$ cat config.mk
export PLATFORM = sky130hd
export DESIGN_NAME = ultrasonic_sensor_trigger
export DESIGN_NICKNAME = d
export VERILOG_FILES = /design/src/rtl/ultrasonic_sensor_trigger.sv
export SDC_FILE = /design/constraint.sdc
export NUM_CORES = 1
export LEC_CHECK = 0
export CORE_ASPECT_RATIO = 1.75
export CORE_UTILIZATION = 60
export CTS_CLUSTER_DIAMETER = 50
export DETAILED_ROUTE_END_ITERATION = 7
export PLACE_DENSITY = 0.89
export REMOVE_ABC_BUFFERS = 1
export SLEW_MARGIN = 15
export SYNTH_ARGS = -nofsm -noshare
export SYNTH_HDL_FRONTEND = slang
export SYNTH_SLANG_ARGS = --single-unit
export TNS_END_PERCENT = 10
$ cat constraint.sdc
create_clock -name Clk_i -period 5.63 [get_ports Clk_i]
set_input_delay 1.126 -clock Clk_i [delete_from_list [all_inputs] [get_ports Clk_i]]
set_output_delay 1.126 -clock Clk_i [all_outputs]
set_load 0.02 [all_outputs]
$ cat src/rtl/ultrasonic_sensor_trigger.sv
`timescale 1ns/1ps
// HC-SR04 initiator: drives the trigger pulse, times the echo window against rise and
// length limits, and enforces a quiet hold-off before the next measurement may start.
module ultrasonic_sensor_trigger #(
    parameter int TRIG_CYCLES_P       = 500,
    parameter int ECHO_RISE_TIMEOUT_P = 50_000,
    parameter int ECHO_MAX_CYCLES_P   = 1_900_000,
    parameter int HOLDOFF_CYCLES_P    = 3_000_000,
    parameter int COUNTER_WIDTH_P     = 22
) (
    input  logic       Clk_i,
    input  logic       Reset_i,
    input  logic       Start_i,
    input  logic       Continuous_i,
    input  logic       Echo_i,
    output logic       Trigger_o,
    output logic       Busy_o,
    output logic       Done_o,
    output logic       Timeout_o,
    output logic [1:0] Error_code_o
);
    typedef enum logic [2:0] {IDLE, TRIG, WAIT_RISE, ECHO_HIGH, HOLDOFF} state_t;

    localparam logic [COUNTER_WIDTH_P-1:0] TRIG_LAST = COUNTER_WIDTH_P'(TRIG_CYCLES_P - 1);
    localparam logic [COUNTER_WIDTH_P-1:0] RISE_LAST = COUNTER_WIDTH_P'(ECHO_RISE_TIMEOUT_P - 1);
    localparam logic [COUNTER_WIDTH_P-1:0] ECHO_LAST = COUNTER_WIDTH_P'(ECHO_MAX_CYCLES_P - 1);
    localparam logic [COUNTER_WIDTH_P-1:0] HOLD_LAST = COUNTER_WIDTH_P'(HOLDOFF_CYCLES_P - 1);

    localparam logic [1:0] ERR_OK       = 2'b00;
    localparam logic [1:0] ERR_NO_RISE  = 2'b01;
    localparam logic [1:0] ERR_TOO_LONG = 2'b10;

    state_t                     state_q, state_d;
    logic [COUNTER_WIDTH_P-1:0] cnt_q, cnt_d;
    logic                       echo_meta_q, echo_s_q;
    logic                       trigger_q, trigger_d;
    logic                       busy_q, busy_d;
    logic                       done_q, done_d;
    logic                       timeout_q, timeout_d;
    logic [1:0]                 err_q, err_d;

    // Echo checks come before their timeouts, so a tie resolves in favour of the sensor.
    always_comb begin
        state_d   = state_q;
        cnt_d     = cnt_q + COUNTER_WIDTH_P'(1);
        done_d    = 1'b0;
        timeout_d = 1'b0;
        err_d     = err_q;
        case (state_q)
            IDLE: begin
                cnt_d = '0;
                if (Start_i || Continuous_i) state_d = TRIG;
            end
            TRIG: begin
                if (cnt_q == TRIG_LAST) state_d = WAIT_RISE;
            end
            WAIT_RISE: begin
                if (echo_s_q) begin
                    state_d = ECHO_HIGH;
                end else if (cnt_q == RISE_LAST) begin
                    state_d   = HOLDOFF;
                    timeout_d = 1'b1;
                    err_d     = ERR_NO_RISE;
                end
            end
            ECHO_HIGH: begin
                if (!echo_s_q) begin
                    state_d = HOLDOFF;
                    done_d  = 1'b1;
                    err_d   = ERR_OK;
                end else if (cnt_q == ECHO_LAST) begin
                    state_d   = HOLDOFF;
                    timeout_d = 1'b1;
                    err_d     = ERR_TOO_LONG;
                end
            end
            HOLDOFF: begin
                if (cnt_q == HOLD_LAST) begin
                    cnt_d = cnt_q;
                    if (!echo_s_q) state_d = IDLE;
                end
            end
            default: state_d = IDLE;
        endcase
        if (state_d != state_q) cnt_d = '0;
        trigger_d = (state_d == TRIG);
        busy_d    = (state_d != IDLE);
    end

    always_ff @(posedge Clk_i or negedge Reset_i) begin
        if (!Reset_i) begin
            state_q     <= IDLE;
            cnt_q       <= '0;
            echo_meta_q <= 1'b0;
            echo_s_q    <= 1'b0;
            trigger_q   <= 1'b0;
            busy_q      <= 1'b0;
            done_q      <= 1'b0;
            timeout_q   <= 1'b0;
            err_q       <= ERR_OK;
        end else begin
            state_q     <= state_d;
            cnt_q       <= cnt_d;
            echo_meta_q <= Echo_i;
            echo_s_q    <= echo_meta_q;
            trigger_q   <= trigger_d;
            busy_q      <= busy_d;
            done_q      <= done_d;
            timeout_q   <= timeout_d;
            err_q       <= err_d;
        end
    end

    assign Trigger_o    = trigger_q;
    assign Busy_o       = busy_q;
    assign Done_o       = done_q;
    assign Timeout_o    = timeout_q;
    assign Error_code_o = err_q;
endmodule

* Word level (Yosys, flattened, before mapping)
Index checks and enable logic that the tools add are counted.
Word-level totals: register bits after elaboration 33, input bits 5, output and inout bits 6
Cells by class: $add $sub $neg 1, equality and inequality tests 14, mux-type cells 24, reductions and logical operators 5
Operator list (number):
- 22-bit 2-to-1 mux | 2
- 22-bit case mux with 2 select lines | 1
- 3-bit 2-to-1 mux | 8
- 22-bit by 1-bit adder with 22-bit output (second input constant) | 1
- 22-bit by 16-bit == test with 1-bit output (second input constant) | 1
- 22-bit by 21-bit == test with 1-bit output (second input constant) | 1
- 22-bit == test (second input constant) | 1
- 22-bit by 9-bit == test with 1-bit output (second input constant) | 1
- 3-bit case mux with 5 select lines | 1
- 2-bit 2-to-1 mux | 4
- 3-bit by 1-bit == test with 1-bit output (second input constant) | 2
- 3-bit by 2-bit == test with 1-bit output (second input constant) | 2
- 1-bit 2-to-1 mux | 6
- 3-bit != test (second input constant) | 2
- 2-bit != test (second input constant) | 2
- 2-bit case mux with 2 select lines | 1
- 4-bit AND reduction | 1
- 3-bit == test (second input constant) | 1
- 3-bit logical NOT | 1
- 3-bit != test | 1
- 3-bit nonzero test | 1
- 1-bit case mux with 2 select lines | 1
- 2-bit nonzero test | 1
- 1-bit logical OR | 1

* Depth between registers and ports, before layout
Gate-level depths: netlist of run 1.
word-level depth 6, depth in mapped cells 7

* Worst setup path before layout of run 1
No wires, ideal clock.
path kind input -> register, from in Continuous_i, to reg cnt_q[10], library setup time 0.121 ns, arrival time 2.013 ns, required time 5.509 ns, setup slack 3.496 ns, stages 6, cells stage by stage nor3_1 o41ai_1 a21oi_1 o211ai_1 buf_4 nor3_2
Between the ends: longest elaborated chain between the ends 5, elaborated cells on any way between the ends 6, classes of those cells 2 x eq/ne; 3 x mux; 1 x reduce/logical
RTL lines:
- from (decl) | RTL line 14 | input logic Continuous_i,
- 1-bit logical OR (*) | RTL line 52 | if (Start_i || Continuous_i) state_d = TRIG;
- 3-bit 2-to-1 mux (*) | RTL line 52
- 3-bit case mux with 5 select lines (*) | RTL line 49 | case (state_q)
- 3-bit != test (*) | RTL line 85 | if (state_d != state_q) cnt_d = '0;
- 3-bit != test (no line) / 22-bit 2-to-1 mux (equally long branches)
- to (signal assigned) | RTL line 103 | cnt_q <= cnt_d;
- to (decl) | RTL line 34 | logic [COUNTER_WIDTH_P-1:0] cnt_q, cnt_d;
Mark *: on every way between the ends. The rest lies on a longest branch, timed or not. A chain may end at the register's enable or synchronous reset.

* Worst setup path in the final report of run 1
from in Continuous_i, to reg cnt_q[12]
The elaborated chain is that of the path after synthesis.

==> qor.yml, run 1 <==
run_status:
  outcome: "complete, no violations"
timing:
  tns_ns: 0
  rsz0062_at_grt: "false"
  finalMaxSlewViolations: 0
  hold_viol: 0
  fin_crit_ns: 2.75
  setup_viol: 0
  finalCritPeriodShare_pct: 48.8
  fin_skew_ns: 0.00661
  max_slew_margin_pct: 45.1
  worst_pin_slew_ns: 0.813
  fmax_mhz: 364
critical_path:
  worst_path_largest_cell_delay_ns: 0.56
  path_class: "in -> reg"
  r2r_setup_slack_ns: 3.15
  critPathCapture: "cnt_q[12]"
  r2r_end: "cnt_q[12]"
  arrival_ns: 2.88
  critPathSlowestCell: "o21ai_2"
  crit_family: "compound AO/OA/AOI/OAI gates"
  critPathMaxFanout: 11
  r2r-start: "cnt_q[0]"
  end_kind: "register"
  path_cells: "clkdlybuf4s50_1 > nor3_1 > o41ai_1 > a21oi_1 > o21ai_2 > nor4b_1"
  critPathLaunch: "Continuous_i"
  path_buf_inv: 1
  cp.depth: 6
  startpoint_type: "input port"
  required_ns: 5.76
  r2r_cells: 6
floorplan:
  die_h_um: 80.7
  die_area_mm2: 0.00379
  chipWidth_um: 47.0
  core_area_mm2: 0.00336
  boundaryPins: 11
  fp-row-count: 28
  start_util_pct: 63.1
routing:
  wl_per_cell_um: 17.0
  vias_per_cell: 6.56
  detail-route-antenna-nets: 0
  drtPass1Iterations: 4
  drc: 0
  routed_wl_mm: 4.49
  drtIter0Drc: 69
  vias: 1732
job:
  maxCapViolCount: 0
global_routing:
  grt_pass1_vias: 1723
  overflow: 0
  grt_pass1_wl_mm: 7.53
  grt_util_all_layers_pct: 28.3
  grt_max_degree: 34
  antenna_found_initial: 0
placement:
  io_buffers: 10
  gp_congestion: 0.964
  dp_hpwl_mm: 3.26
power:
  power-per-cell-area_mw_per_mm2: 259
  p_leak_nw: 0.933
  irDropWorstVdd_v: 0.000257
synth:
  ys_types: 49
  ys_ff_latch: 33
  ys_seq_area_share_pct: 38.9
  syn_area_mm2: 0.00212
  synth_warnings: 0
  syn_avg_cell_area_um2: 10.1
  syn_inst: 210
clocking:
  cts.clk_slew.worst_paths_ns: 0.06
  cts_htree_levels: 2
  insertion_delay_ns: 0.29
  clk_path_buf_depth: 2
  cts_tree: "done"
  ctsHoldBuffers: 0
  cts-root-buf: "clkbuf_8"
  postCtsSetupRepairBufs: 0
  cts_resized: 0
  numCtsBuffers: 5
  numClockSinks: 33
worst_hold_path:
  hold_class: "reg -> reg"
final_layout:
  drive_above_1_share_pct: 18.3
  fin_nets: 224
  postLayoutCoreUtil_pct: 67.6
  diodes: 0
  syn_to_final_growth_pct: 7.13
[sequential cells by signal, indices dropped and copies added (netlist names)]
| name | flops |
|---|---|
| Done_o | 1 |
| echo_meta_q | 1 |
| cnt_q | 22 |
| Trigger_o | 1 |
| echo_s_q | 1 |
| state_q | 3 |
| Busy_o | 1 |
| Timeout_o | 1 |
| Error_code_o | 2 |
[placed cells by master (no fill, tap or decap), drive strengths merged, types with 3 or more instances in the layout]
cell | Yosys | layout
dfrtp | 33 | 33
nor3 | 31 | 31
nor2 | 16 | 16
nand3 | 12 | 12
nand2 | 11 | 11
clkdlybuf4s50 | 0 | 10
xnor2 | 9 | 9
xor2 | 9 | 9
nor4 | 8 | 8
o21ai | 8 | 8
clkbuf | 5 | 8
and3 | 7 | 7
nor4b | 6 | 6
a21oi | 6 | 6
nand4 | 4 | 4
or4 | 4 | 4
a31oi | 4 | 4
and4 | 3 | 3
nor2b | 3 | 3
inv | 3 | 3
buf | 7 | 3
or4b | 3 | 3
[power breakdown]
| part | switching [mW] | leakage [nW] | internal, mW |
|---|---|---|---|
| Combinational | 0.0584 | 0.467 | 0.0596 |
| Clock | 0.0798 | 0.0395 | 0.0876 |
| Sequential | 0.0418 | 0.426 | 0.262 |
| Total | 0.180 | 0.933 | 0.409 |
[Yosys cell counts, drive strengths merged]
cell type / n / share of area [%]
a21oi: 6 / 1.4
a2bb2oi: 1 / 0.41
a31o: 1 / 0.41
a31oi: 4 / 1.5
a41oi: 2 / 1.2
and2: 1 / 0.29
and3: 7 / 2.1
and4: 3 / 1.2
buf: 7 / 3.2
clkbuf: 5 / 1.8
dfrtp: 33 / 39
ha: 1 / 0.59
inv: 3 / 0.53
mux2i: 2 / 0.94
nand2: 11 / 1.9
nand2b: 1 / 0.29
nand3: 12 / 3.1
nand4: 4 / 1.2
nand4bb: 1 / 0.53
nor2: 16 / 2.8
nor2b: 3 / 0.88
nor3: 31 / 13
nor3b: 1 / 0.88
nor4: 8 / 3.1
nor4b: 6 / 2.5
o211ai: 1 / 0.35
o21a: 1 / 0.35
o21ai: 8 / 2.1
o31a: 1 / 0.41
o31ai: 1 / 0.35
o41ai: 1 / 0.41
or3: 1 / 0.29
or4: 4 / 1.6
or4b: 3 / 1.4
or4bb: 1 / 0.53
xnor2: 9 / 3.7
xor2: 9 / 3.7
[cell families (layout without fill, tap and decap cells)]
family / count (synthesis) / count (layout) / synth area share, %
buffers and inverters: 15 / 24 / 5.60
multiplexers: 2 / 2 / 0.943
flip-flops: 33 / 33 / 38.9
adder cells (fa/ha/maj): 1 / 1 / 0.590
AO/OA/AOI/OAI: 27 / 27 / 8.85
XOR/XNOR: 18 / 18 / 7.43
AND/OR/NAND/NOR: 114 / 114 / 37.7
[final cells by class]
| cell class | instances | area, µm² |
|---|---|---|
| tap | 45 | 56.3 |
| clock buffer | 8 | 80.1 |
| sequential | 33 | 826 |
| fill | 269 | 1090 |
| inverter | 3 | 11.3 |
| multi-input combinational | 162 | 1180 |
| timing repair buffer | 13 | 123 |
[metal layers]
layer	wire (µm)	part of all wire, %	up-vias	track usage, %
met4	207	4.6	0	22.9
met2	2520	56	75	47.2
met5	0	0	-	0
li1	-	-	799	-
met3	210	4.7	24	8.09
met1	1550	35	834	26.7
[through the flow]
step	area, µm²	cells	setup WS, ns	total power [mW]	hold WS (ns)
global route	2270	264	2.77	0.625	0.364
finish	2270	264	2.88	0.589	0.355
CTS	2270	264	2.89	0.591	0.357
global placement	2190	256	2.69	0.419	0.333
detailed placement	2190	256	2.60	0.424	0.343
floorplan	2010	198	3.02	0.391	0.331
[worst min-delay path by stage]
stage | cells past startpoint | slack, ns | startpoint | to
6_report | 0 | 0.35 | echo_meta_q | echo_s_q
5_1_grt | 0 | 0.36 | echo_meta_q | echo_s_q
4_1_cts | 0 | 0.36 | echo_meta_q | echo_s_q
3_5_place_dp | 0 | 0.34 | echo_meta_q | echo_s_q
3_3_place_gp | 0 | 0.33 | echo_meta_q | echo_s_q
2_1_floorplan | 0 | 0.33 | echo_meta_q | echo_s_q
Note: power is estimated with default switching activity, not from simulation.
==> run 2, diff against run 1 <==
- clock period: 5.63 -> 2.7 ns (I/O delays scaled with it)
==> qor.yml, run 2 (synthesis gave the netlist of run 1 again) <==
job:
  maxCapViolCount: 0
timing:
  fin_crit_ns: 2.40
  rsz0062_at_grt: "false"
  hold-worst-slack_ns: 0.353
  hold_viol: 0
  max_slew_margin_pct: 48.2
  tns_ns: 0
  worst_pin_slew_ns: 0.766
  fin_skew_ns: 0.00555
  fmax_mhz: 417
  setup_viol: 0
  finalMaxSlewViolations: 0
  finalCritPeriodShare_pct: 88.8
routing:
  vias_per_cell: 6.58
  detail-route-antenna-nets: 0
  drtPass1Iterations: 4
  drc: 0
  vias: 1749
  drtIter0Drc: 82
  routed_wl_mm: 5.01
  wl_per_cell_um: 18.8
clocking:
  cts_tree: "done"
  numCtsBuffers: 5
  cts.clk_slew.worst_paths_ns: 0.07
  cts-root-buf: "clkbuf_8"
  clk_path_buf_depth: 2
  insertion_delay_ns: 0.28
  cts_htree_levels: 2
  numClockSinks: 33
  cts_resized: 0
  postCtsSetupRepairBufs: 0
  ctsHoldBuffers: 0
floorplan:
  start_util_pct: 63.1
  fp-row-count: 28
  core_area_mm2: 0.00336
  boundaryPins: 11
  die_h_um: 80.7
  chipWidth_um: 47.0
  die_area_mm2: 0.00379
critical_path:
  end_kind: "register"
  critPathLaunch: "cnt_q[11]"
  path_class: "reg -> reg"
  r2r_cells: 6
  startpoint_type: "register"
  r2r_end: "cnt_q[12]"
  r2r_setup_slack_ns: 0.30
  critPathCapture: "cnt_q[12]"
  arrival_ns: 2.55
  r2r-start: "cnt_q[11]"
  critPathMaxFanout: 23
  required_ns: 2.85
power:
  p_sw_mw: 0.401
  p_sw_share_pct: 30.8
  clkPwrFrac_pct: 31.5
  irDropWorstVdd_v: 0.000489
  p_leak_nw: 0.961
  power-per-cell-area_mw_per_mm2: 561
  p_int_mw: 0.900
  p_comb_share_pct: 19.5
  power.share.sequential_pct: 49.0
placement:
  placed_area_mm2: 0.00222
  gp_congestion: 1.01
  io_buffers: 10
  dp_hpwl_mm: 3.53
final_layout:
  diodes: 0
  final_cell_mix: "33 x dfrtp_1, 20 x nor3_2, 16 x nor2_1, 11 x nand2_1, 11 x nand3_1"
  largest_reg_flops: 22
  syn_to_final_growth_pct: 9.43
  final_common_cell: "dfrtp_1"
  final_area_mm2: 0.00232
  postLayoutCoreUtil_pct: 69.0
  fin_nets: 226
  regMostFlops: "cnt_q"
  drive_above_1_share_pct: 20.4
  fillers: 254
global_routing:
  antenna_found_initial: 0
  grt_max_degree: 34
  grt_pass1_wl_mm: 8.16
  grt_pass1_vias: 1718
  grt_util_all_layers_pct: 31.4
  overflow: 0
run_status:
  outcome: "complete, no violations"
worst_hold_path:
  hold_class: "reg -> reg"
  min_path_cells: 0
[run 2: cell count changes in the layout (fill, tap and decap cells not counted)]
cell / change
clkbuf_1: -3
clkinv_2: +1
clkbuf_8: +2
buf_12: +1
buf_4: +1
[run 2: final cells by class]
type,count,area [µm²],area share [%]
clock buffer,7,96.3,4.15
clock inverter,1,5.00,0.216
inverter,3,11.3,0.485
multi-input combinational,162,1180,50.7
sequential,33,826,35.6
tap,45,56.3,2.42
timing repair buffer,15,150,6.47
[run 2: worst max-delay path: stages (launching register included)]
cell and delay (ns):
dfrtp_1 0.47, or4_1 0.58, nor2_1 0.37, a41oi_2 0.24, nor3b_4 0.28, buf_12 0.23, nor4b_1 0.08
[run 2: power by group through the flow]
stage	registers (mW)	clock network [mW]	logic [mW]
floorplan	0.615	0	0.200
global placement	0.636	0	0.241
detailed placement	0.639	0	0.253
CTS	0.631	0.414	0.255
global route	0.639	0.439	0.283
finish	0.638	0.410	0.254
[run 2: worst min path at each step]
stage | from | to | slack (ns)
floorplan | Reset_i | Busy_o | 0.24
global placement | echo_meta_q | echo_s_q | 0.34
detailed placement | echo_meta_q | echo_s_q | 0.34
CTS | echo_meta_q | echo_s_q | 0.35
global route | echo_meta_q | echo_s_q | 0.36
finish | echo_meta_q | echo_s_q | 0.35
[run 2: layer usage]
layer | part of all wire, % | global-route usage, %
met5 | 0 | 0
met4 | 4.4 | 18.6
met3 | 3.8 | 8.31
met2 | 54 | 51.9
met1 | 37 | 33.9
[run 2: metrics by stage]
step                setup slack (ns)  instances  power, mW
global route                   0.139        266       1.36
floorplan                      0.119        198      0.815
finish                         0.303        266       1.30
detailed placement             0.382        258      0.892
CTS                            0.349        266       1.30
global placement               0.410        258      0.877
==> run 3, diff against run 2 <==
- CORE_UTILIZATION: 60 -> 48
- CTS_CLUSTER_DIAMETER: 50 -> 100
- PLACE_DENSITY: 0.89 -> 0.75
- clock period: 2.7 -> 3 ns (I/O delays scaled with it)
==> qor.yml, run 3 (synthesis gave the netlist of run 1 again) <==
power:
  p_leak_nw: 0.943
  p_sw_share_pct: 30.3
  clkPwrFrac_pct: 29.6
  power-per-cell-area_mw_per_mm2: 491
  p_sw_mw: 0.341
  power.share.sequential_pct: 50.8
  irDropWorstVdd_v: 0.000345
  p_comb_share_pct: 19.6
  p_int_mw: 0.785
timing:
  finalMaxSlewViolations: 0
  setup_viol: 0
  finalCritPeriodShare_pct: 82.6
  fmax_mhz: 404
  rsz0062_at_grt: "false"
  hold_viol: 0
  max_slew_margin_pct: 48.4
  hold-worst-slack_ns: 0.369
  fin_crit_ns: 2.48
  tns_ns: 0
  fin_skew_ns: 0.00516
  worst_pin_slew_ns: 0.764
clocking:
  insertion_delay_ns: 0.28
  clk_path_buf_depth: 2
  cts_tree: "done"
  ctsHoldBuffers: 0
  postCtsSetupRepairBufs: 0
  cts-root-buf: "clkbuf_8"
  cts_htree_levels: 2
  cts.clk_slew.worst_paths_ns: 0.06
  numCtsBuffers: 5
  numClockSinks: 33
  cts_resized: 0
placement:
  gp_congestion: 0.905
  placed_area_mm2: 0.00221
  dp_hpwl_mm: 3.52
  io_buffers: 10
  dp_cells: 261
final_layout:
  syn_to_final_growth_pct: 8.02
  final_area_mm2: 0.00229
  layoutNonFillerInstCount: 268
  fillers: 383
  postLayoutCoreUtil_pct: 54.7
  largest_reg_flops: 22
  drive_above_1_share_pct: 19.2
  final_common_cell: "dfrtp_1"
  fin_nets: 225
  regMostFlops: "cnt_q"
  final_cell_mix: "33 x dfrtp_1, 20 x nor3_2, 16 x nor2_1, 11 x nand2_1, 11 x nand3_1"
  diodes: 0
floorplan:
  boundaryPins: 11
  start_util_pct: 50.7
  die_h_um: 90.0
  core_area_mm2: 0.00419
  chipWidth_um: 52.3
  fp-row-count: 31
  die_area_mm2: 0.00470
routing:
  drtIter0Drc: 58
  detail-route-antenna-nets: 0
  drtPass1Iterations: 4
  vias_per_cell: 6.38
  wl_per_cell_um: 18.0
  vias: 1710
  drc: 0
  routed_wl_mm: 4.83
run_status:
  outcome: "complete, no violations"
global_routing:
  grt_max_degree: 34
  grt_util_all_layers_pct: 22.7
  top_usage_layer: "met2"
  grt_pass1_wl_mm: 7.95
  met2_usage_pct: 42.2
  grt.met3_usage_pct: 4.40
  globalRouteMet1Util_pct: 21.7
  antenna_found_initial: 0
  grt_pass1_vias: 1715
  overflow: 0
critical_path:
  end_kind: "register"
  critPathMaxFanout: 11
  worst_path_largest_cell_delay_ns: 0.60
  path_class: "reg -> reg"
  required_ns: 3.13
  path_buf_inv: 0
  crit_family: "simple AND/OR/NAND/NOR gates"
  path_cells: "ha_1 > or4b_2 > nor4_1 > a21oi_1 > o21ai_2 > nor4b_1"
  critPathSlowestCell: "or4b_2"
  arrival_ns: 2.61
  startpoint_type: "register"
job:
  maxCapViolCount: 0
worst_hold_path:
  hold_class: "reg -> reg"
-- run 3: cell count changes in the layout (fill, tap and decap cells not counted), sizes merged --
cell and delta:
clkinv -1, buf -1
-- run 3: layout make-up --
class,instances,area [µm²],share of cell area (%)
flip-flops and latches,33,826,36.0
repair buffers,14,130,5.68
multi-input cells,162,1180,51.4
inverters,3,11.3,0.491
well taps,49,61.3,2.67
clock buffers,7,86.3,3.77
-- run 3: power groups by stage --
stage / registers, mW / clock network (mW) / logic [mW]
finish: 0.572 / 0.333 / 0.221
global route: 0.580 / 0.353 / 0.252
CTS: 0.570 / 0.340 / 0.223
detailed placement: 0.578 / 0 / 0.221
global placement: 0.577 / 0 / 0.219
floorplan: 0.553 / 0 / 0.180
-- run 3: worst reg2reg max path, delay by kind of cell (launching register included) --
kind / cells / cell delay [ns]
DFF: 1 / 0.39
AOI/OAI and AO/OA: 2 / 0.69
adders and majority gates: 1 / 0.25
and+or+nand+nor: 3 / 1.00
-- run 3: metal layers --
layer	wire length [µm]	up-vias	share of wire (%)
li1	-	800	-
met1	1740	851	36
met2	2770	45	57
met3	152	14	3.1
met4	169	0	3.5
met5	0	-	0
-- run 3: path summary, 6_finish.rpt --
kind / from / endpoint / slack (ns) / depth (start not counted)
worst max-delay path: cnt_q[0] / cnt_q[8] / 0.52 / 6
worst min register to register: echo_meta_q / echo_s_q / 0.37 / 0
min in group asynchronous: Reset_i / Done_o / 0.72 / 2
worst max register to register: cnt_q[0] / cnt_q[8] / 0.52 / 6
max in group asynchronous: Reset_i / cnt_q[14] / 1.97 / 2
worst min-delay path: echo_meta_q / echo_s_q / 0.37 / 0
-- run 3: metrics by stage --
step	worst slack, ns	power (mW)
after floorplan	0.419	0.734
after global placement	0.576	0.795
after detailed placement	0.534	0.799
after CTS	0.531	1.13
after global routing	0.334	1.18
final	0.523	1.13
